### src/rtl/bram_rr_arbiter_if.sv
// Two-port requester bus and BRAM-side signals of the round-robin BRAM arbiter.
// slave = arbiter side, master = requesters plus memory.
interface bram_rr_arbiter_if #(
    parameter int ADDR_WIDTH = 15,
    parameter int DATA_WIDTH = 32
);
    logic                  req0;
    logic                  req1;
    logic                  we0;
    logic                  we1;
    logic [ADDR_WIDTH-1:0] addr0;
    logic [ADDR_WIDTH-1:0] addr1;
    logic [DATA_WIDTH-1:0] wdata0;
    logic [DATA_WIDTH-1:0] wdata1;
    logic                  gnt0;
    logic                  gnt1;
    logic                  rvalid0;
    logic                  rvalid1;
    logic [DATA_WIDTH-1:0] rdata;
    logic                  mem_en;
    logic                  mem_we;
    logic [ADDR_WIDTH-1:0] mem_addr;
    logic [DATA_WIDTH-1:0] mem_din;
    logic [DATA_WIDTH-1:0] mem_dout;
    logic [3:0]            rd_inflight;

    modport slave (
        input  req0, req1, we0, we1, addr0, addr1, wdata0, wdata1, mem_dout,
        output gnt0, gnt1, rvalid0, rvalid1, rdata,
               mem_en, mem_we, mem_addr, mem_din, rd_inflight
    );

    modport master (
        output req0, req1, we0, we1, addr0, addr1, wdata0, wdata1, mem_dout,
        input  gnt0, gnt1, rvalid0, rvalid1, rdata,
               mem_en, mem_we, mem_addr, mem_din, rd_inflight
    );
endinterface

### src/rtl/bram_rr_arbiter.sv
// Round-robin arbiter sharing one BRAM port between two requesters, with
// fully pipelined reads tagged back to their owner after READ_LATENCY cycles.
module bram_rr_arbiter #(
    parameter int ADDR_WIDTH   = 15,
    parameter int DATA_WIDTH   = 32,
    parameter int READ_LATENCY = 3
) (
    input  logic             clk_a,
    input  logic             arstz_aq,
    bram_rr_arbiter_if.slave bus
);
    logic                  w_gnt0;
    logic                  w_gnt1;
    logic                  w_any_gnt;
    logic                  w_sel_we;
    logic [ADDR_WIDTH-1:0] w_sel_addr;
    logic [DATA_WIDTH-1:0] w_sel_wdata;
    logic                  w_rd_issue;
    logic                  w_rd_return;

    logic                  r_ptr;
    logic                  r_mem_en;
    logic                  r_mem_we;
    logic                  r_mem_port;
    logic [ADDR_WIDTH-1:0] r_mem_addr;
    logic [DATA_WIDTH-1:0] r_mem_din;
    logic                  r_tag_valid [READ_LATENCY];
    logic                  r_tag_port  [READ_LATENCY];
    logic [3:0]            r_rd_inflight;

    // Grants are gated by reset so nothing is accepted while the block is held.
    always_comb begin
        w_gnt0      = arstz_aq & bus.req0 & (~bus.req1 | ~r_ptr);
        w_gnt1      = arstz_aq & bus.req1 & (~bus.req0 | r_ptr);
        w_any_gnt   = w_gnt0 | w_gnt1;
        w_sel_we    = w_gnt1 ? bus.we1    : bus.we0;
        w_sel_addr  = w_gnt1 ? bus.addr1  : bus.addr0;
        w_sel_wdata = w_gnt1 ? bus.wdata1 : bus.wdata0;
    end

    always_ff @(posedge clk_a or negedge arstz_aq) begin
        if (!arstz_aq) begin
            r_ptr      <= 1'b0;
            r_mem_en   <= 1'b0;
            r_mem_we   <= 1'b0;
            r_mem_port <= 1'b0;
            r_mem_addr <= '0;
            r_mem_din  <= '0;
        end else begin
            if (w_gnt0) begin
                r_ptr <= 1'b1;
            end else if (w_gnt1) begin
                r_ptr <= 1'b0;
            end
            r_mem_en <= w_any_gnt;
            r_mem_we <= w_any_gnt & w_sel_we;
            if (w_any_gnt) begin
                r_mem_port <= w_gnt1;
                r_mem_addr <= w_sel_addr;
                r_mem_din  <= w_sel_wdata;
            end
        end
    end

    assign w_rd_issue  = r_mem_en & ~r_mem_we;
    assign w_rd_return = r_tag_valid[READ_LATENCY-1];

    // Owner tags travel alongside the BRAM read pipeline; the last stage lines up with mem_dout.
    for (genvar gi = 0; gi < READ_LATENCY; gi++) begin : g_tag
        always_ff @(posedge clk_a or negedge arstz_aq) begin
            if (!arstz_aq) begin
                r_tag_valid[gi] <= 1'b0;
                r_tag_port[gi]  <= 1'b0;
            end else begin
                if (gi == 0) begin
                    r_tag_valid[gi] <= w_rd_issue;
                    r_tag_port[gi]  <= r_mem_port;
                end else begin
                    r_tag_valid[gi] <= r_tag_valid[(gi == 0) ? 0 : gi-1];
                    r_tag_port[gi]  <= r_tag_port[(gi == 0) ? 0 : gi-1];
                end
            end
        end
    end

    always_ff @(posedge clk_a or negedge arstz_aq) begin
        if (!arstz_aq) begin
            r_rd_inflight <= 4'd0;
        end else begin
            case ({w_rd_issue, w_rd_return})
                2'b10:   r_rd_inflight <= r_rd_inflight + 4'd1;
                2'b01:   r_rd_inflight <= r_rd_inflight - 4'd1;
                default: r_rd_inflight <= r_rd_inflight;
            endcase
        end
    end

    assign bus.gnt0        = w_gnt0;
    assign bus.gnt1        = w_gnt1;
    assign bus.rvalid0     = r_tag_valid[READ_LATENCY-1] & ~r_tag_port[READ_LATENCY-1];
    assign bus.rvalid1     = r_tag_valid[READ_LATENCY-1] &  r_tag_port[READ_LATENCY-1];
    assign bus.rdata       = bus.mem_dout;
    assign bus.mem_en      = r_mem_en;
    assign bus.mem_we      = r_mem_we;
    assign bus.mem_addr    = r_mem_addr;
    assign bus.mem_din     = r_mem_din;
    assign bus.rd_inflight = r_rd_inflight;
endmodule

### src/flat_wrapper.sv
// flat-port wrapper written by rule: the top's interface ports become plain ports
module bram_rr_arbiter_flat 
#(
    parameter int ADDR_WIDTH   = 15,
    parameter int DATA_WIDTH   = 32,
    parameter int READ_LATENCY = 3
)
  (clk_a, arstz_aq, bus_req0, bus_req1, bus_we0, bus_we1, bus_addr0, bus_addr1, bus_wdata0, bus_wdata1, bus_mem_dout, bus_gnt0, bus_gnt1, bus_rvalid0, bus_rvalid1, bus_rdata, bus_mem_en, bus_mem_we, bus_mem_addr, bus_mem_din, bus_rd_inflight);
  bram_rr_arbiter_if #(.ADDR_WIDTH(ADDR_WIDTH), .DATA_WIDTH(DATA_WIDTH)) bus_i ();
  input  logic clk_a;
  input  logic arstz_aq;
  input wire logic [$bits(bus_i.req0)-1:0] bus_req0;
  input wire logic [$bits(bus_i.req1)-1:0] bus_req1;
  input wire logic [$bits(bus_i.we0)-1:0] bus_we0;
  input wire logic [$bits(bus_i.we1)-1:0] bus_we1;
  input wire logic [$bits(bus_i.addr0)-1:0] bus_addr0;
  input wire logic [$bits(bus_i.addr1)-1:0] bus_addr1;
  input wire logic [$bits(bus_i.wdata0)-1:0] bus_wdata0;
  input wire logic [$bits(bus_i.wdata1)-1:0] bus_wdata1;
  input wire logic [$bits(bus_i.mem_dout)-1:0] bus_mem_dout;
  output wire logic [$bits(bus_i.gnt0)-1:0] bus_gnt0;
  output wire logic [$bits(bus_i.gnt1)-1:0] bus_gnt1;
  output wire logic [$bits(bus_i.rvalid0)-1:0] bus_rvalid0;
  output wire logic [$bits(bus_i.rvalid1)-1:0] bus_rvalid1;
  output wire logic [$bits(bus_i.rdata)-1:0] bus_rdata;
  output wire logic [$bits(bus_i.mem_en)-1:0] bus_mem_en;
  output wire logic [$bits(bus_i.mem_we)-1:0] bus_mem_we;
  output wire logic [$bits(bus_i.mem_addr)-1:0] bus_mem_addr;
  output wire logic [$bits(bus_i.mem_din)-1:0] bus_mem_din;
  output wire logic [$bits(bus_i.rd_inflight)-1:0] bus_rd_inflight;
  assign bus_i.req0 = bus_req0;
  assign bus_i.req1 = bus_req1;
  assign bus_i.we0 = bus_we0;
  assign bus_i.we1 = bus_we1;
  assign bus_i.addr0 = bus_addr0;
  assign bus_i.addr1 = bus_addr1;
  assign bus_i.wdata0 = bus_wdata0;
  assign bus_i.wdata1 = bus_wdata1;
  assign bus_i.mem_dout = bus_mem_dout;
  assign bus_gnt0 = bus_i.gnt0;
  assign bus_gnt1 = bus_i.gnt1;
  assign bus_rvalid0 = bus_i.rvalid0;
  assign bus_rvalid1 = bus_i.rvalid1;
  assign bus_rdata = bus_i.rdata;
  assign bus_mem_en = bus_i.mem_en;
  assign bus_mem_we = bus_i.mem_we;
  assign bus_mem_addr = bus_i.mem_addr;
  assign bus_mem_din = bus_i.mem_din;
  assign bus_rd_inflight = bus_i.rd_inflight;
  bram_rr_arbiter #(.ADDR_WIDTH(ADDR_WIDTH), .DATA_WIDTH(DATA_WIDTH), .READ_LATENCY(READ_LATENCY)) u_core (.clk_a(clk_a), .arstz_aq(arstz_aq), .bus(bus_i));
endmodule
### config.mk
export PLATFORM = sky130hd
export DESIGN_NAME = bram_rr_arbiter_flat
export DESIGN_NICKNAME = d
export VERILOG_FILES = /design/src/rtl/bram_rr_arbiter_if.sv /design/src/rtl/bram_rr_arbiter.sv /design/src/flat_wrapper.sv
export SDC_FILE = /design/constraint.sdc
export NUM_CORES = 1
export LEC_CHECK = 0
export CELL_PAD_IN_SITES_DETAIL_PLACEMENT = 1
export CELL_PAD_IN_SITES_GLOBAL_PLACEMENT = 1
export CORE_MARGIN = 5
export CORE_UTILIZATION = 22
export DETAILED_ROUTE_END_ITERATION = 6
export PLACE_DENSITY = 0.87
export SLEW_MARGIN = 20
export SYNTH_ARGS = -nofsm -noshare
export SYNTH_HDL_FRONTEND = slang
export SYNTH_SLANG_ARGS = --single-unit
### constraint.sdc
create_clock -name clk_a -period 1.8 [get_ports clk_a]
set_input_delay 0.27 -clock clk_a [delete_from_list [all_inputs] [get_ports clk_a]]
set_output_delay 0.27 -clock clk_a [all_outputs]
set_load 0.1 [all_outputs]
==> results of run 1 <==
[cell type report]
class	instances	area, µm²	share of cell area [%]
clock buffer	12	266.5	5.227
clock inverter	4	45.04	0.8834
inverter	4	15.01	0.2945
multi-input combinational	172	1171	22.97
sequential	61	1531	30.04
tap	176	220.2	4.319
timing repair buffer	172	1849	36.27
[worst max-delay path: stages (launching register included)]
cell and delay (ns):
dfrtp_4 0.48, nand2b_4 0.17, ha_4 0.17, xor2_2 0.18, ha_2 0.20, a21oi_2 0.11, xor2_1 0.16, nor2_1 0.07
xor2_1 0.14
[power by group]
group	internal [mW]	total, mW	switching [mW]
Combinational	0.908	2.84	1.93
Sequential	1.60	1.81	0.215
Clock	1.18	1.77	0.590
[cell usage after synthesis]
master / count / share of area [%]
a21oi_4: 1 / 0.54
nand2_1: 50 / 6.2
and2_1: 1 / 0.21
buf_8: 5 / 2.5
clkbuf_1: 5 / 0.62
o21ai_1: 45 / 7.4
o21ai_2: 3 / 0.87
a31oi_1: 1 / 0.21
mux2_2: 1 / 0.37
buf_2: 4 / 0.66
inv_1: 4 / 0.50
nor2_1: 2 / 0.25
mux2i_1: 48 / 16
o21ai_0: 1 / 0.17
xnor2_1: 1 / 0.29
o21bai_1: 1 / 0.25
ha_1: 3 / 1.2
a21oi_1: 3 / 0.50
buf_4: 33 / 8.2
nand2b_1: 1 / 0.21
o32ai_1: 1 / 0.29
dfrtp_1: 61 / 50
or3_1: 1 / 0.21
nor2b_1: 4 / 0.83
xor2_1: 4 / 1.2
[worst paths after layout]
kind	end	from	slack, ns
worst max-delay path	u_core.bus.rd_inflight[2]$_DFFE_PN0P_	u_core.bus.mem_we$_DFF_PN0_	0.01
worst min-delay path	u_core.bus.rd_inflight[3]$_DFFE_PN0P_	arstz_aq	0.22
worst max register to register	u_core.bus.rd_inflight[2]$_DFFE_PN0P_	u_core.bus.mem_we$_DFF_PN0_	0.01
worst min register to register	u_core.r_tag_port[1]$_DFF_PN0_	u_core.r_tag_port[2]$_DFF_PN0_	0.35
max in group asynchronous	u_core.bus.mem_din[11]$_DFFE_PN0P_	arstz_aq	0.48
min in group clk_a	u_core.r_tag_port[1]$_DFF_PN0_	u_core.r_tag_port[2]$_DFF_PN0_	0.35
[through the flow]
stage          cell area (µm²)  TNS [ns]  hold slack, ns  worst slack, ns
6_report                  5099         0          0.2153         0.009535
5_1_grt                   5099  -0.08390          0.2767         -0.08390
4_1_cts                   5076  -0.01416          0.2376         -0.01416
3_5_place_dp              4698  -0.08364          0.2992         -0.06294
3_3_place_gp              4698         0          0.2877          0.03782
2_1_floorplan             3044   -0.5101        -0.02559          -0.2239
[flip-flops by register name, indices dropped and copies added (netlist names)]
name                    cells
u_core.r_mem_port           1
u_core.r_tag_valid          2
u_core.bus.mem_addr        15
u_core.w_rd_return          1
u_core.r_ptr                1
u_core.bus.mem_we           1
u_core.bus.rd_inflight      4
u_core.r_tag_port           3
u_core.bus.mem_en           1
u_core.bus.mem_din         32
[logic make-up after synthesis]
family	synth area share [%]
adders and majority gates	1.241
xor gates and xnor gates	1.447
and+or+nand+nor	7.899
DFF	50.45
AOI/OAI and AO/OA	10.26
buffers and inverters	12.45
muxes	16.25
[per-layer routing]
| metal | part of all wire [%] | wire length, µm | global-route usage [%] |
|---|---|---|---|
| met5 | 0 | 0 | 0 |
| met4 | 2.2 | 208 | 5.174 |
| met3 | 7.0 | 657 | 3.506 |
| met2 | 56 | 5206 | 22.42 |
| met1 | 35 | 3286 | 10.95 |
[timing repair]
| item | in CTS | in global routing |
|---|---|---|
| buffers inserted | 0 | 3 |
| resized for setup | 4 | 0 |
| gates cloned | 1 | 0 |
| endpoints found under the setup margin | 2 | 2 |
| hold buffers | 1 | 0 |
| pin swaps | 2 | 2 |
| endpoints found under the hold margin | 19 | 0 |
==> reports/metrics.cfg, run 1 <==
[logic_synthesis]
synth-seq-cells = 61
syn_area_um2 = 3025
synthCells = 284
yosysUniqueCellTypes = 25
synth_nets = 419
yosysWarnings = 0
syn_area_per_cell_um2 = 10.65
seq_area_frac_synth_pct = 50.45

[global_route]
grt_pass1_wl_um = 14540
grt_pass1_vias = 2867
antenna_found_initial = 0
grt_max_degree = 52
grtUsageTotal_pct = 11.52
gr-total-overflow = 0

[floorplanning]
die_y_um = 127.3
initial_core_util_pct = 22.67
num_rows = 42
coreArea_um2 = 13350
die_area_um2 = 16200
die_width_um = 127.3
io_pins = 221

[cts]
clockBufferDepth = 2
clock-sinks = 61
cts_buffers = 9
cts_tree = yes
clk_pin_slew_worst_paths_ns = 0.05
cts_htree_levels = 3
clk-insertion-delay-late_ns = 0.32
cts_root_buffer = clkbuf_16

[layout]
final_cells = 601
area_delta_synth_final_pct = 68.53
nFillCells = 1483
antenna_cells = 0
final_cell_mix = clkdlybuf4s50_1 (98), dfrtp_1 (59), nand2_1 (50)
final_core_util_pct = 38.20
drive_above_1_share_pct = 24.24
final_nets = 555
final_common_cell = clkdlybuf4s50_1

[power_and_ir_drop]
leakage_nw = 2.194
power.density_nw_per_um2 = 1258
ir_worst_vdd_v = 0.0005581
total_power_mw = 6.416

[setup_path]
endpoint_kind = flop
critPathKind = flop to flop
crit_fanout = 3
ff2ff_path_depth = 8
worst_ep_required_time_ns = 2.00
cp-start-kind = flop
cp_data_arrival_time_ns = 1.99

[place]
hpwl_um = 7338
gp_congestion = 0.7952
dp_cells = 580
port_buffers = 156

[drt]
final_antenna_net_count = 0
routed_wirelength_um = 9359
vias = 2540
firstDrtPassIters = 4
routed_via_density = 4.226
drt_iter0_markers = 64
wl_per_cell_um = 15.57
drc = 0

[sta]
rsz0062_at_grt = yes
min_period_ns = 1.790
slew_headroom_pct = 42.03
fmax_mhz = 558.5
finalSetupViolCount = 0
drv_slew = 0
hold_viol = 0
min_period_over_period_pct = 99.47
tightest_slew_ns = 0.8666
final.setup_skew_ns = 0.005352

[status]
outcome = finished clean

[min_path]
hold_path_class = primary input to asynchronous set/reset pin

[flow_run]
cap_violations = 0

(Power assumes the default switching activity.)
==> run 2, diff against run 1 <==
Settings changed: ABC_AREA from default to 1, PLACE_DENSITY 0.87 to 0.86.
==> run 2 against run 1 <==
Clock skew is essentially flat; clock power shrank 4%; count of clock-buffer cells in the layout grew 2; synthesized area grew 8.0%; first-iteration DRC count grew 36%.
==> reports/metrics.cfg, run 2 <==
[status]
outcome = finished clean  ; unchanged

[layout]
nFillCells = 1692  ; was 1483
final_common_cell = clkdlybuf4s50_1  ; unchanged
area_delta_synth_final_pct = 60.40  ; was 68.53%
antenna_cells = 0  ; unchanged
final_nets = 620  ; was 555
final_cell_mix = clkdlybuf4s50_1 (98), nand2_1 (62), dfrtp_1 (59)  ; was clkdlybuf4s50_1 (98), dfrtp_1 (59), nand2_1 (50)
largest_reg_flops = 32  ; unchanged
drive_above_1_share_pct = 31.29  ; was 24.24%
final_core_util_pct = 36.05  ; was 38.20%

[drt]
wl_per_cell_um = 16.53  ; was 15.57 µm
drc = 0  ; unchanged
drt_iter0_markers = 87  ; was 64
vias = 3048  ; was 2540
firstDrtPassIters = 4  ; unchanged
routed_wirelength_um = 11120  ; was 9359 µm
routed_via_density = 4.529  ; was 4.226
final_antenna_net_count = 0  ; unchanged

[sta]
drv_slew = 0  ; unchanged
min_period_ns = 1.699  ; was 1.790 ns
tightest_slew_ns = 0.6758  ; was 0.8666 ns
slew_headroom_pct = 54.94  ; was 42.03%
hold_viol = 0  ; unchanged
fin_tns_setup_ns = 0  ; unchanged
fmax_mhz = 588.6  ; was 558.5 MHz
finalSetupViolCount = 0  ; unchanged
min_period_over_period_pct = 94.38  ; was 99.47%
hold_slack_ns = 0.1388  ; was 0.2153 ns
setup_slack_ns = 0.1012  ; was 0.009535 ns
final.setup_skew_ns = 0.004997  ; was 0.005352 ns

[power_and_ir_drop]
power_switching_mw = 2.929  ; was 2.736 mW
pwr-share-comb_pct = 46.6  ; was 44.3%
seqPwrFrac_pct = 27.7  ; was 28.2%
ir_worst_vdd_v = 0.0004832  ; was 0.0005581 V
netSwitchingFraction_pct = 44.26  ; was 42.65%
clkPwrFrac_pct = 25.7  ; was 27.5%
leakage_nw = 2.387  ; was 2.194 nW
internal_power_mw = 3.689  ; was 3.679 mW
power.density_nw_per_um2 = 1263  ; was 1258 nW/µm²

[setup_path]
cp_data_arrival_time_ns = 1.90  ; was 1.99 ns
crit_fanout = 4  ; was 3
regToRegSetupSlack_ns = 0.10  ; was 0.01 ns
crit_path_max_incr_delay_ns = 0.49  ; was 0.48 ns
r2r-end = u_core.bus.rd_inflight[2]$_DFFE_PN0P_  ; unchanged
endpoint_kind = flop  ; unchanged
slowest_stage = dfrtp_4  ; unchanged
worst_ep_required_time_ns = 2.00  ; about the same
rr_startpoint = u_core.bus.mem_en$_DFF_PN0_  ; was u_core.bus.mem_we$_DFF_PN0_
ff2ff_path_depth = 12  ; was 8
critPathKind = flop to flop  ; unchanged
cp-start-kind = flop  ; unchanged
cp_cell_sequence = inv_1, nor2_4, inv_2, ha_4, nand2_1, inv_2, nor2_2, ha_2, a21oi_2, nand3_1, nand2_1, o22ai_1  ; was nand2b_4, ha_4, xor2_2, ha_2, a21oi_2, xor2_1, nor2_1, xor2_1

[floorplanning]
num_rows = 44  ; was 42
coreArea_um2 = 14530  ; was 13350 µm²
die_width_um = 131.9  ; was 127.3 µm
initial_core_util_pct = 22.48  ; was 22.67%
die_y_um = 131.9  ; was 127.3 µm
die_area_um2 = 17390  ; was 16200 µm²
io_pins = 221  ; unchanged

[logic_synthesis]
synth_nets = 494  ; was 419
syn_area_per_cell_um2 = 9.100  ; was 10.65 µm²
synthCells = 359  ; was 284
syn_area_um2 = 3267  ; was 3025 µm²
synthFlopType = dfrtp_1  ; unchanged
yosysUniqueCellTypes = 22  ; was 25
ys_top_cells_by_count = nand2_1 (64), dfrtp_1 (61), nand3_1 (51)  ; was dfrtp_1 (61), nand2_1 (50), mux2i_1 (48)
async_flop_share_pct = 100.0  ; unchanged
yosysWarnings = 0  ; unchanged
ys_top_cells_by_area = dfrtp_1 (47%), o211ai_1 (8.5%), nand3_1 (7.8%)  ; was dfrtp_1 (50%), mux2i_1 (16%), buf_4 (8.2%)
synth_top_area_cell = dfrtp_1  ; unchanged
synth-seq-cells = 61  ; unchanged
seq_area_frac_synth_pct = 46.73  ; was 50.45%
synth_top_area_share_pct = 46.73  ; was 50.45%
synth_most_common_cell = nand2_1  ; was dfrtp_1
synth_edf_count = 0  ; unchanged

[min_path]
hold_path_class = primary input to asynchronous set/reset pin  ; unchanged

[cts]
cts_buffers = 9  ; unchanged
clock-sinks = 61  ; unchanged
postCtsSetupBuffers = 0  ; unchanged
cts_htree_levels = 3  ; unchanged
cts_root_buffer = clkbuf_16  ; unchanged
clk-insertion-delay-late_ns = 0.33  ; was 0.32 ns
clk_pin_slew_worst_paths_ns = 0.05  ; about the same
clockBufferDepth = 2  ; unchanged
cts_tree = yes  ; unchanged

[place]
dpl_worst_slack_ns = -0.02880  ; was -0.06294 ns
hpwl_um = 8773  ; was 7338 µm
port_buffers = 156  ; unchanged
gp_congestion = 0.7544  ; was 0.7952

[global_route]
grtUsageTotal_pct = 12.89  ; was 11.52%
gr-total-overflow = 0  ; unchanged
grt_pass1_wl_um = 18320  ; was 14540 µm
grt_max_degree = 53  ; was 52
antenna_found_initial = 0  ; unchanged
grt_pass1_vias = 3577  ; was 2867

[flow_run]
cap_violations = 0  ; unchanged

[run 2: cell count changes in the layout (fill, tap and decap cells not counted), moves of 10 or more]
cell and delta:
mux2i_1 -48, or2_2 +40, o21ai_1 -44, o211ai_2 +10, nand2_1 +12, o211ai_1 +37
nand3_1 +51
[run 2: power groups by stage]
stage | sequential [mW] | combinational, mW | clock, mW
floorplan | 3.26 | 0.914 | 0
global placement | 1.83 | 3.01 | 0
detailed placement | 1.85 | 3.09 | 0
CTS | 1.83 | 3.11 | 1.77
global route | 1.87 | 3.23 | 1.83
finish | 1.83 | 3.08 | 1.70
[run 2: worst max-delay path, delay by kind of cell, from the launching register on]
kind	cells	cell delay [ns]
AOI/OAI and AO/OA	2	0.20
adders and majority gates	2	0.33
buffers and inverters	3	0.24
DFF	1	0.49
and+or+nand+nor	5	0.31
[run 2: how the worst max path moves through the flow]
| stage | from | to | slack (ns) | depth (start not counted) |
|---|---|---|---|---|
| after floorplan | u_core.bus.mem_en$_DFF_PN0_ | u_core.bus.rd_inflight[2]$_DFFE_PN0P_ | -0.02 | 11 |
| after global placement | bus_req1 | u_core.bus.mem_we$_DFF_PN0_ | 0.05 | 7 |
| after detailed placement | u_core.bus.mem_we$_DFF_PN0_ | u_core.bus.rd_inflight[2]$_DFFE_PN0P_ | -0.03 | 10 |
| after CTS | u_core.bus.mem_we$_DFF_PN0_ | u_core.bus.rd_inflight[2]$_DFFE_PN0P_ | 0.007 | 10 |
| after global routing | u_core.bus.mem_en$_DFF_PN0_ | u_core.bus.rd_inflight[2]$_DFFE_PN0P_ | -0.0006 | 12 |
| final | u_core.bus.mem_en$_DFF_PN0_ | u_core.bus.rd_inflight[2]$_DFFE_PN0P_ | 0.10 | 12 |
[run 2: final cells by class]
cell class / count / area, µm² / area share [%]
multi-input combinational: 229 / 1375 / 26.24
tap: 184 / 230.2 / 4.394
clock buffer: 14 / 264.0 / 5.038
timing repair buffer: 172 / 1762 / 33.62
clock inverter: 1 / 30.03 / 0.5731
inverter: 12 / 45.04 / 0.8596
sequential: 61 / 1534 / 29.27
[run 2: kinds of logic after synthesis]
logic type / share of synthesized area [%]
xor gates and xnor gates: 0.5363
adders and majority gates: 1.149
buffers and inverters: 12.60
and+or+nand+nor: 25.05
DFF: 46.73
AOI/OAI and AO/OA: 13.94
[run 2: per-layer routing]
layer	routed length, µm	vias up	GRT usage [%]
li1	-	1433	-
met1	4334	1463	14.07
met2	5655	120	22.46
met3	885	32	4.580
met4	247	0	5.657
met5	0	-	0
[run 2: repair_timing]
item                                    4_1_cts  5_1_grt
endpoints found under the hold margin         9        0
hold buffers                                  1        0
resized for setup                             2        8
endpoints found under the setup margin        1        3
pin swaps                                     1        0
[run 2: stage by stage]
| stage | instances | total power, mW | area [µm²] |
|---|---|---|---|
| after floorplan | 359 | 4.171 | 3284 |
| final | 673 | 6.618 | 5240 |
| after detailed placement | 657 | 4.942 | 4905 |
| after global placement | 657 | 4.843 | 4905 |
| after CTS | 673 | 6.709 | 5214 |
| after global routing | 673 | 6.919 | 5240 |
